`config.mk`:
```
export PLATFORM = sky130hd
export DESIGN_NAME = sdft_bin_writer
export DESIGN_NICKNAME = d
export VERILOG_FILES = /design/src/rtl/sdft_bin_pkg.sv /design/src/rtl/log_compress.sv /design/src/rtl/sdft_bin_writer.sv
export SDC_FILE = /design/constraint.sdc
export NUM_CORES = 1
export LEC_CHECK = 0
export CORE_MARGIN = 8
export CORE_UTILIZATION = 45
export DETAILED_ROUTE_END_ITERATION = 8
export HOLD_SLACK_MARGIN = 0.05
export PLACE_DENSITY = 0.76
export SYNTH_ARGS = -nofsm -noshare
export SYNTH_HDL_FRONTEND = slang
export SYNTH_SLANG_ARGS = --single-unit
```
`constraint.sdc`:
```
create_clock -name clk_i -period 2.1 [get_ports clk_i]
set_input_delay 0.315 -clock clk_i [delete_from_list [all_inputs] [get_ports clk_i]]
set_output_delay 0.315 -clock clk_i [all_outputs]
set_load 0.05 [all_outputs]
```
`src/rtl/sdft_bin_pkg.sv`:
```
// Constants and types shared by the sdft bin writer, the waterfall scroller and freq_bram.
// Holds the sequencer state encodings and the log-code field layout.
package sdft_bin_pkg;

    localparam int FREQ_BINS_DEF = 320;
    localparam int ADDR_W_DEF    = 9;

    localparam int LOG_EXP_W = 4;
    localparam int LOG_MAN_W = 4;

    localparam logic [2:0] ST_IDLE    = 3'd0;
    localparam logic [2:0] ST_START   = 3'd1;
    localparam logic [2:0] ST_PROCESS = 3'd2;
    localparam logic [2:0] ST_READ    = 3'd3;
    localparam logic [2:0] ST_DRAIN   = 3'd4;

    // Colour index: octave in the upper nibble, first four fraction bits below it.
    typedef struct packed {
        logic [LOG_EXP_W-1:0] exponent;
        logic [LOG_MAN_W-1:0] mantissa;
    } logCode_t;

endpackage

```
`src/rtl/log_compress.sv`:
```
// Combinational log-scale compressor: leading-one position plus the four bits below it.
// Values 0 and 1 both map to code 0.
module log_compress
    import sdft_bin_pkg::*;
#(
    parameter int BIN_W  = 16,
    parameter int DATA_W = 8
) (
    input  logic [BIN_W-1:0]  value_i,
    output logic [DATA_W-1:0] code_o
);

    logic [LOG_EXP_W-1:0] lead;
    logic [BIN_W-1:0]     norm;
    logCode_t             code;

    // Shifting the leading one up to the MSB leaves the mantissa bits right below it, zero-filled.
    always_comb begin
        lead = '0;
        for (int i = 1; i < BIN_W; i++) begin
            if (value_i[i]) begin
                lead = LOG_EXP_W'(i);
            end
        end
        norm          = value_i << (LOG_EXP_W'(BIN_W - 1) - lead);
        code.exponent = lead;
        code.mantissa = norm[BIN_W-2 -: LOG_MAN_W];
        if (value_i <= BIN_W'(1)) begin
            code = '0;
        end
        code_o = DATA_W'(code);
    end

endmodule

```
`src/rtl/sdft_bin_writer.sv`:
```
// Sequencer feeding ADC samples to the sliding DFT and writing log-compressed bins to the BRAM.
// Address-to-write latency is two cycles: sdft register, then the gain/saturate register.
module sdft_bin_writer
    import sdft_bin_pkg::*;
#(
    parameter int SAMPLE_WIDTH = 12,
    parameter int DATA_W       = 8,
    parameter int BIN_W        = 16,
    parameter int FREQ_BINS    = FREQ_BINS_DEF,
    parameter int ADDR_W       = ADDR_W_DEF
) (
    input  logic                    clk_i,
    input  logic                    reset_i,
    input  logic                    enable_i,
    input  logic [2:0]              gain_i,
    input  logic [SAMPLE_WIDTH-1:0] adc_data_i,
    input  logic                    sdft_ready_i,
    output logic                    sdft_start_o,
    output logic [DATA_W-1:0]       sdft_sample_o,
    output logic                    sdft_read_o,
    output logic [ADDR_W-1:0]       bin_addr_o,
    input  logic [BIN_W-1:0]        bin_out_i,
    output logic                    bram_w_en_o,
    output logic [ADDR_W-1:0]       bram_w_addr_o,
    output logic [DATA_W-1:0]       bram_w_data_o,
    output logic                    frame_done_o
);

    localparam logic [ADDR_W-1:0] LAST_ADDR = ADDR_W'(FREQ_BINS - 1);

    logic [2:0]        state_q,     state_d;
    logic              start_q,     start_d;
    logic [DATA_W-1:0] sample_q,    sample_d;
    logic              read_q,      read_d;
    logic [ADDR_W-1:0] addr_q,      addr_d;
    logic              rdValid_q,   rdValid_d;
    logic [ADDR_W-1:0] rdAddr_q,    rdAddr_d;
    logic              s1Valid_q,   s1Valid_d;
    logic [ADDR_W-1:0] s1Addr_q,    s1Addr_d;
    logic [BIN_W-1:0]  s1Data_q,    s1Data_d;
    logic              frameDone_q, frameDone_d;

    logic [BIN_W+6:0]  shifted;
    logic [BIN_W-1:0]  saturated;

    // rdValid/rdAddr track the sdft's own output register so tags line up with bin_out.
    always_comb begin
        state_d     = state_q;
        start_d     = start_q;
        sample_d    = sample_q;
        read_d      = read_q;
        addr_d      = addr_q;
        rdValid_d   = read_q;
        rdAddr_d    = addr_q;

        shifted     = {7'b0, bin_out_i} << gain_i;
        saturated   = (|shifted[BIN_W+6:BIN_W]) ? '1 : shifted[BIN_W-1:0];
        s1Valid_d   = rdValid_q;
        s1Addr_d    = rdAddr_q;
        s1Data_d    = rdValid_q ? saturated : '0;
        frameDone_d = rdValid_q && (rdAddr_q == LAST_ADDR);

        case (state_q)
            ST_IDLE: begin
                if (enable_i && sdft_ready_i) begin
                    sample_d = adc_data_i[SAMPLE_WIDTH-1 -: DATA_W];
                    start_d  = 1'b1;
                    state_d  = ST_START;
                end
            end
            ST_START: begin
                if (!sdft_ready_i) begin
                    start_d = 1'b0;
                    state_d = ST_PROCESS;
                end
            end
            ST_PROCESS: begin
                start_d = 1'b0;
                if (sdft_ready_i) begin
                    read_d  = 1'b1;
                    addr_d  = '0;
                    state_d = ST_READ;
                end
            end
            ST_READ: begin
                if (addr_q == LAST_ADDR) begin
                    read_d  = 1'b0;
                    addr_d  = '0;
                    state_d = ST_DRAIN;
                end else begin
                    addr_d = addr_q + 1'b1;
                end
            end
            ST_DRAIN: begin
                if (frameDone_q) begin
                    state_d = ST_IDLE;
                end
            end
            default: begin
                start_d = 1'b0;
                read_d  = 1'b0;
                addr_d  = '0;
                state_d = ST_IDLE;
            end
        endcase
    end

    always_ff @(posedge clk_i) begin
        if (reset_i) begin
            state_q     <= ST_IDLE;
            start_q     <= 1'b0;
            sample_q    <= '0;
            read_q      <= 1'b0;
            addr_q      <= '0;
            rdValid_q   <= 1'b0;
            rdAddr_q    <= '0;
            s1Valid_q   <= 1'b0;
            s1Addr_q    <= '0;
            s1Data_q    <= '0;
            frameDone_q <= 1'b0;
        end else begin
            state_q     <= state_d;
            start_q     <= start_d;
            sample_q    <= sample_d;
            read_q      <= read_d;
            addr_q      <= addr_d;
            rdValid_q   <= rdValid_d;
            rdAddr_q    <= rdAddr_d;
            s1Valid_q   <= s1Valid_d;
            s1Addr_q    <= s1Addr_d;
            s1Data_q    <= s1Data_d;
            frameDone_q <= frameDone_d;
        end
    end

    log_compress #(
        .BIN_W  (BIN_W),
        .DATA_W (DATA_W)
    ) u_logCompress (
        .value_i (s1Data_q),
        .code_o  (bram_w_data_o)
    );

    assign sdft_start_o  = start_q;
    assign sdft_sample_o = sample_q;
    assign sdft_read_o   = read_q;
    assign bin_addr_o    = addr_q;
    assign bram_w_en_o   = s1Valid_q;
    assign bram_w_addr_o = s1Addr_q;
    assign frame_done_o  = frameDone_q;

endmodule

```
# After elaboration in Yosys (flattened, before gate mapping)

Cells that the tools add are included.

Memory bits (writable): 0
Register bits after elaboration: 59
Word-level logic and storage cells: 74
Latch bits: 0
Memory bits (read-only): 0
Memories kept: 0

Magnitude comparators: 1
Reductions and logical operators: 12
Bitwise gates (word level): 3
Divide/modulo/power cells: 0
Shift operators: 2
Muxes and demuxes: 32
Multiply operators: 0
Equal/unequal tests: 11
$add $sub $neg: 2

Operator list:

| cell                  | number |
|---|---|
| $mux W4               | 8 |
| $mux W3               | 9 |
| $pmux W9 S3           | 1 |
| $shl A16 B3 Y23       | 1 |
| $eq A9 B9 Y1 const B  | 2 |
| $mux W9               | 2 |
| $le A16 B1 Y1 const B | 1 |
| $mux W16              | 1 |
| $shl A16 B4 Y15       | 1 |
| $pmux W3 S5           | 1 |
| $ne A2 B2 Y1 const B  | 5 |
| $add A9 B1 Y9 const B | 1 |
| $mux W8               | 1 |
| $reduce_or A7 Y1      | 1 |
| $eq A3 B2 Y1 const B  | 2 |
| $pmux W1 S3           | 2 |
| $reduce_and A3 Y1     | 2 |
| $mux W1               | 5 |
| $reduce_and A5 Y1     | 1 |
| $mux W2               | 2 |
| $reduce_and A2 Y1     | 2 |
| $reduce_or A2 Y1      | 2 |
| $sub A4 B4 Y4 const A | 1 |
| $eq A3 B1 Y1 const B  | 1 |
| 5 further kinds       | 8 |

# Longest topological paths before layout

Word-level depth: 18
Mapped depth: 10

# By module

Synthesis repeated with hierarchy kept, for this count alone.

Cells, all modules: 371
Area, all modules: 3348.2 µm²

By module, submodules not included:

| module          | cells each | times used | area each (µm²) |
|---|---|---|---|
| sdft_bin_writer | 262        | 1          | 2647.5 |
| log_compress    | 109        | 1          | 700.7 |

# Worst setup path before layout

Ideal clock, no wire load.

Path type: reg-to-output
From: reg s1Data_q[9]
To: out bram_w_data_o[1]
Setup slack: -0.892 ns
Stages on the path, launching flop included: 11
Buffers on the path: 2
Data required time: 1.785 ns
Data arrival time: 2.677 ns
Cell sequence: dfxtp_1 > buf_6 > and2b_1 > o21ba_1 > a211o_2 > and2_4 > buf_6 > inv_4 > a21oi_1 > o211ai_1 > a2bb2oi_1

Cells in the longest elaborated chain, start to end: 10
Elaborated cells on any way between the ends: 11
Those cells by class: add/sub (1); order compare (1); shift (1); mux (8)

RTL lines:

| item                   | line                   | source |
|---|---|---|
| start, declared        | sdft_bin_writer.sv:40  | `logic [BIN_W-1:0] s1Data_q, s1Data_d;` |
| start signal, assigned | sdft_bin_writer.sv:131 | `s1Data_q <= s1Data_d;` |
| $mux W4 (7 in a row)   | log_compress.sv:21     | `if (value_i[i]) begin` |
| $sub A4 B4 Y4          | log_compress.sv:25     | `norm = value_i << (LOG_EXP_W'(BIN_W - 1) - lead);` |
| $shl A16 B4 Y15        | log_compress.sv:25     |  |
| $mux W8 *              | log_compress.sv:28     | `if (value_i <= BIN_W'(1)) begin` |
| end, declared          | sdft_bin_writer.sv:25  | `output logic [DATA_W-1:0] bram_w_data_o,` |

Every way passes the cells marked *; elsewhere a longest branch is shown, timed or not.

# Worst setup path in the final report

From: reg s1Data_q[2]
To: out bram_w_data_o[2]

Cells in the longest elaborated chain, start to end: 17
Elaborated cells on any way between the ends: 18
Those cells by class: add/sub (1); order compare (1); shift (1); mux (15)

RTL lines:

| item                 | line |
|---|---|
| $mux W2 (2 in a row) | log_compress.sv:21 |
| $mux W3 (4 in a row) | log_compress.sv:21 |
| $mux W4 (8 in a row) | log_compress.sv:21 |
| $sub A4 B4 Y4        | log_compress.sv:25 |
| $shl A16 B4 Y15      | log_compress.sv:25 |
| $mux W8 *            | log_compress.sv:28 |

Marks and branches as above.

==> results summary <==
The run finished, with violations left. The final reports fail on negative setup slack. The number of antenna violations at the first check in global routing came to 0. The number of buffers and inverters on the critical path is 2. Among cell families on the critical path, the largest total delay comes from compound AO/OA/AOI/OAI gates.

Detailed placement finished with a half-perimeter wire length of 6.95 mm. The top-level I/O count came out at 73. Global routing finished with a remaining overflow of 0. The share of flip-flops with an asynchronous set or reset is 0%.

The highest fanout seen on the critical path came out at 8. The leakage power is 0.00198 uW. The library cell contributing the largest single delay on the critical path is dfxtp_2. The data required time at the worst endpoint came out at 1780 ps.

The number of fill cells in the layout came out at 541. Setup repair after global routing could not meet its margin everywhere. In this run the power spent charging and discharging nets is 873 uW. The clock tree buffer depth is 2. The number of max-slew violations in the final report was 0. The clock power share came out at 37.5%. The number of nets in the synthesized netlist is 419. The deepest level of the CTS H-tree came out at 3. The number of nets still failing antenna checks after routing is 0.

The CTS tree is built. The via count came out at 3241. The netlist area before placement came out at 3140 um2.

The final worst-path cycle share is 130%. The internal portion of the total power is 2160 uW. The first-pass GRT wire length is 15.0 mm. In this run the horizontal extent of the chip is 99.6 um.

The total number of placement rows came out at 30. The register share of total power is 40.7%. The detailed-route vias per instance came out at 5.36. The synthesis warning total came out at 0.

The number of setup violations in the final report came out at 6. The clock latency on the worst-skew pair came out at 330 ps. The number of clock sinks came out at 59. The final sum of negative setup slack came out at -2610 ps. The number of clock buffers inserted by TritonCTS came out at 9. The last weighted congestion value of the routability-driven placer is 0.923. After the last flow step, the layout net total stands at 540. The number of synthesized register bits is 59. After synthesis, the most frequently instantiated cells are dfxtp_1 (59), a21oi_1 (48), nor2_1 (43). The number of antenna diodes in the final layout is 0. The delay of the slowest cell on the worst path came out at 320 ps. The utilization of the core after routing is 70.1%. The post-detailed-route wirelength per cell came out at 14.7 um.

The shortest clock period the worst path allows after layout is 2730 ps. The number of global-route vias before repair came out at 3334. In the final layout, the share of cells above drive strength 1 is 25.5%.

In this run the worst setup path terminates at bram_w_data_o[2]. The count of flip-flops with a built-in enable after synthesis is 0. STA classifies the critical path endpoint as an output pin.

The average cell area after synthesis is 8.21 um2. The register-to-register path setup slack came out at 430 ps. The maximum operating frequency came out at 0.366 GHz. The headroom to the max-slew limit came out at 60.2%. The final hold violation count came out at 0. The total power came out at 3040 uW.

The transition time at the pin with the least slew margin is 596 ps. Synthesis instantiated 62 different standard cells from the library. The overall die area came out at 9920 um2. The critical path goes through nand2b_4 -> a221o_1 -> a211o_2 -> and2_4 -> inv_12 -> mux2i_4 -> o211ai_1 -> a22o_4 -> buf_12. The data arrival time of the critical path is 2420 ps. The total wire length is 8.89 mm. The flip-flop cell with the highest count after synthesis is dfxtp_1. The sequential cell area fraction in the yosys report is 37.6%. The number of cells produced by synthesis came out at 383. Measured in cells, the most critical reg-to-reg path has a length of 7.

The power share of the combinational group is 21.8%. The synthesized design spends more area on one cell type than any other, namely dfxtp_1. Of the post-synthesis cell area, the dominant cell type holds 37.6%. The total power density per cell area is 638 nW/um2.

Timing analysis after detailed placement gives a worst setup slack of -314 ps. The initial core utilization is 46.3%. The total of buffers placed on input and output ports is 68. The kind of critical path is reg2out.

Across the run, the number of max-cap violations was 0. The post-detailed-route DRC marker count came out at 0. The worst setup path is launched from a flip-flop. The number of iterations in the first detailed-routing pass is 4.

The final worst slack came out at -635 ps. VDD sags by at most 0.000566 V. Net switching is 28.8% of the power. After the first detailed-routing iteration, the DRC count stood at 111. Tracing the worst setup path back leads to its startpoint at s1Data_q[2]. The number of gates on the worst path with buffers counted came out at 9. The post-synthesis to final-layout area growth came out at 51.5%. The min-delay analysis places its worst path in the category reg2reg. The clock-pin slew on the worst setup and hold paths is 70 ps. The most common cell in the synthesized netlist is dfxtp_1. Clock skew on the completed layout was measured at 6.61 ps. The largest net degree at the start of global routing came out at 19.

Global routing used 18.4% of the available tracks. In this run the clock root is driven by a clkbuf_8. The reg-to-reg critical path startpoint is state_q[1].

In this run the vertical extent of the chip is 99.6 um. In the post-synthesis netlist, the biggest area contributors are dfxtp_1 (38%), mux2i_1 (8.6%), a21oi_1 (7.6%). The endpoint of the worst-slack reg-to-reg timing path is bin_addr_o[4].

The number of hold buffers added after CTS was 0. The core region is 6790 um2.
how the worst min path moves through the flow:
stage                            from               end  slack, ps  cells after the start
after floorplan           rdAddr_q[1]      frame_done_o        420                      2
after global placement    rdAddr_q[3]  bram_w_addr_o[3]        450                      1
after detailed placement  rdAddr_q[3]  bram_w_addr_o[3]        460                      1
after CTS                 rdAddr_q[4]  bram_w_addr_o[4]        460                      1
after global routing      rdAddr_q[7]  bram_w_addr_o[7]        480                      1
final                     rdAddr_q[4]      frame_done_o        460                      2
layout by cell type, fill, tap and decap left out, drive strengths merged, types with 3 or more instances in the layout:
master,count
mux2i,27
xor2,5
a21oi,48
dfxtp,59
and3,3
or2,3
nand2b,8
o21ai,23
nand4,4
clkinv,3
inv,12
buf,73
clkbuf,10
mux2,7
a31oi,3
clkdlybuf4s50,59
nor2,43
nor2b,21
nand3,7
a21o,3
nor4,3
nand2,23
o211ai,5
nor3,5
a32oi,3
a211oi,4
metal layers:
metal	GRT usage, %	routed length [um]
met4	6.40	167
met5	0	0
met2	35.0	4780
met1	19.1	3560
met3	4.47	391
worst reg2reg max path, cell delays in order, from the launching register on:
cell and delay [ps]:
dfxtp_1 430, inv_1 100, nor2_1 220, nand2_1 160, a31o_2 300, nand2_1 90
nand2b_1 160, nor2_1 150
cells by family (layout without fill, tap and decap cells):
group | Yosys count | after routing | synth area share, %
DFF | 59 | 59 | 37.6
xor gates and xnor gates | 7 | 7 | 1.95
AOI/OAI and AO/OA | 115 | 115 | 22.9
and+or+nand+nor | 131 | 131 | 21.1
muxes | 34 | 34 | 11.1
buffers and inverters | 36 | 162 | 4.98
adders and majority gates | 1 | 1 | 0.398
timing repair:
item,4_1_cts,5_1_grt
buffers inserted,2,2
setup endpoints to repair,8,24
pin swaps,5,3
gates resized for setup,15,9
power groups by stage:
stage / sequential (uW) / combinational, uW / clock, uW
3_5_place_dp: 1260 / 651 / 0
4_1_cts: 1240 / 660 / 1160
6_report: 1240 / 662 / 1140
2_1_floorplan: 1330 / 357 / 0
5_1_grt: 1250 / 715 / 1220
3_3_place_gp: 1260 / 637 / 0
layout make-up:
type	instances	area, um2	area share (%)
multi-input combinational	288	1940	40.7
clock inverter	6	88.8	1.87
inverter	13	62.6	1.31
timing repair buffer	133	1220	25.7
sequential	59	1190	25.0
clock buffer	10	138	2.89
tap	96	120	2.52
metrics by stage:
stage / hold slack (ps) / cells / instance area [um2]
floorplan: 422 / 383 / 3210
global placement: 451 / 585 / 4410
detailed placement: 459 / 585 / 4410
CTS: 464 / 603 / 4710
global route: 481 / 605 / 4760
finish: 464 / 605 / 4760
state kept, by name, indices dropped and copies added, names as in the netlist:
| name | flops |
|---|---|
| bram_w_en_o | 1 |
| frame_done_o | 1 |
| rdAddr_q | 9 |
| s1Data_q | 16 |
| state_q | 3 |
| bin_addr_o | 9 |
| sdft_read_o | 1 |
| bram_w_addr_o | 9 |
| sdft_start_o | 1 |
| rdValid_q | 1 |
| sdft_sample_o | 8 |
Note: power is estimated with default switching activity, not from simulation.
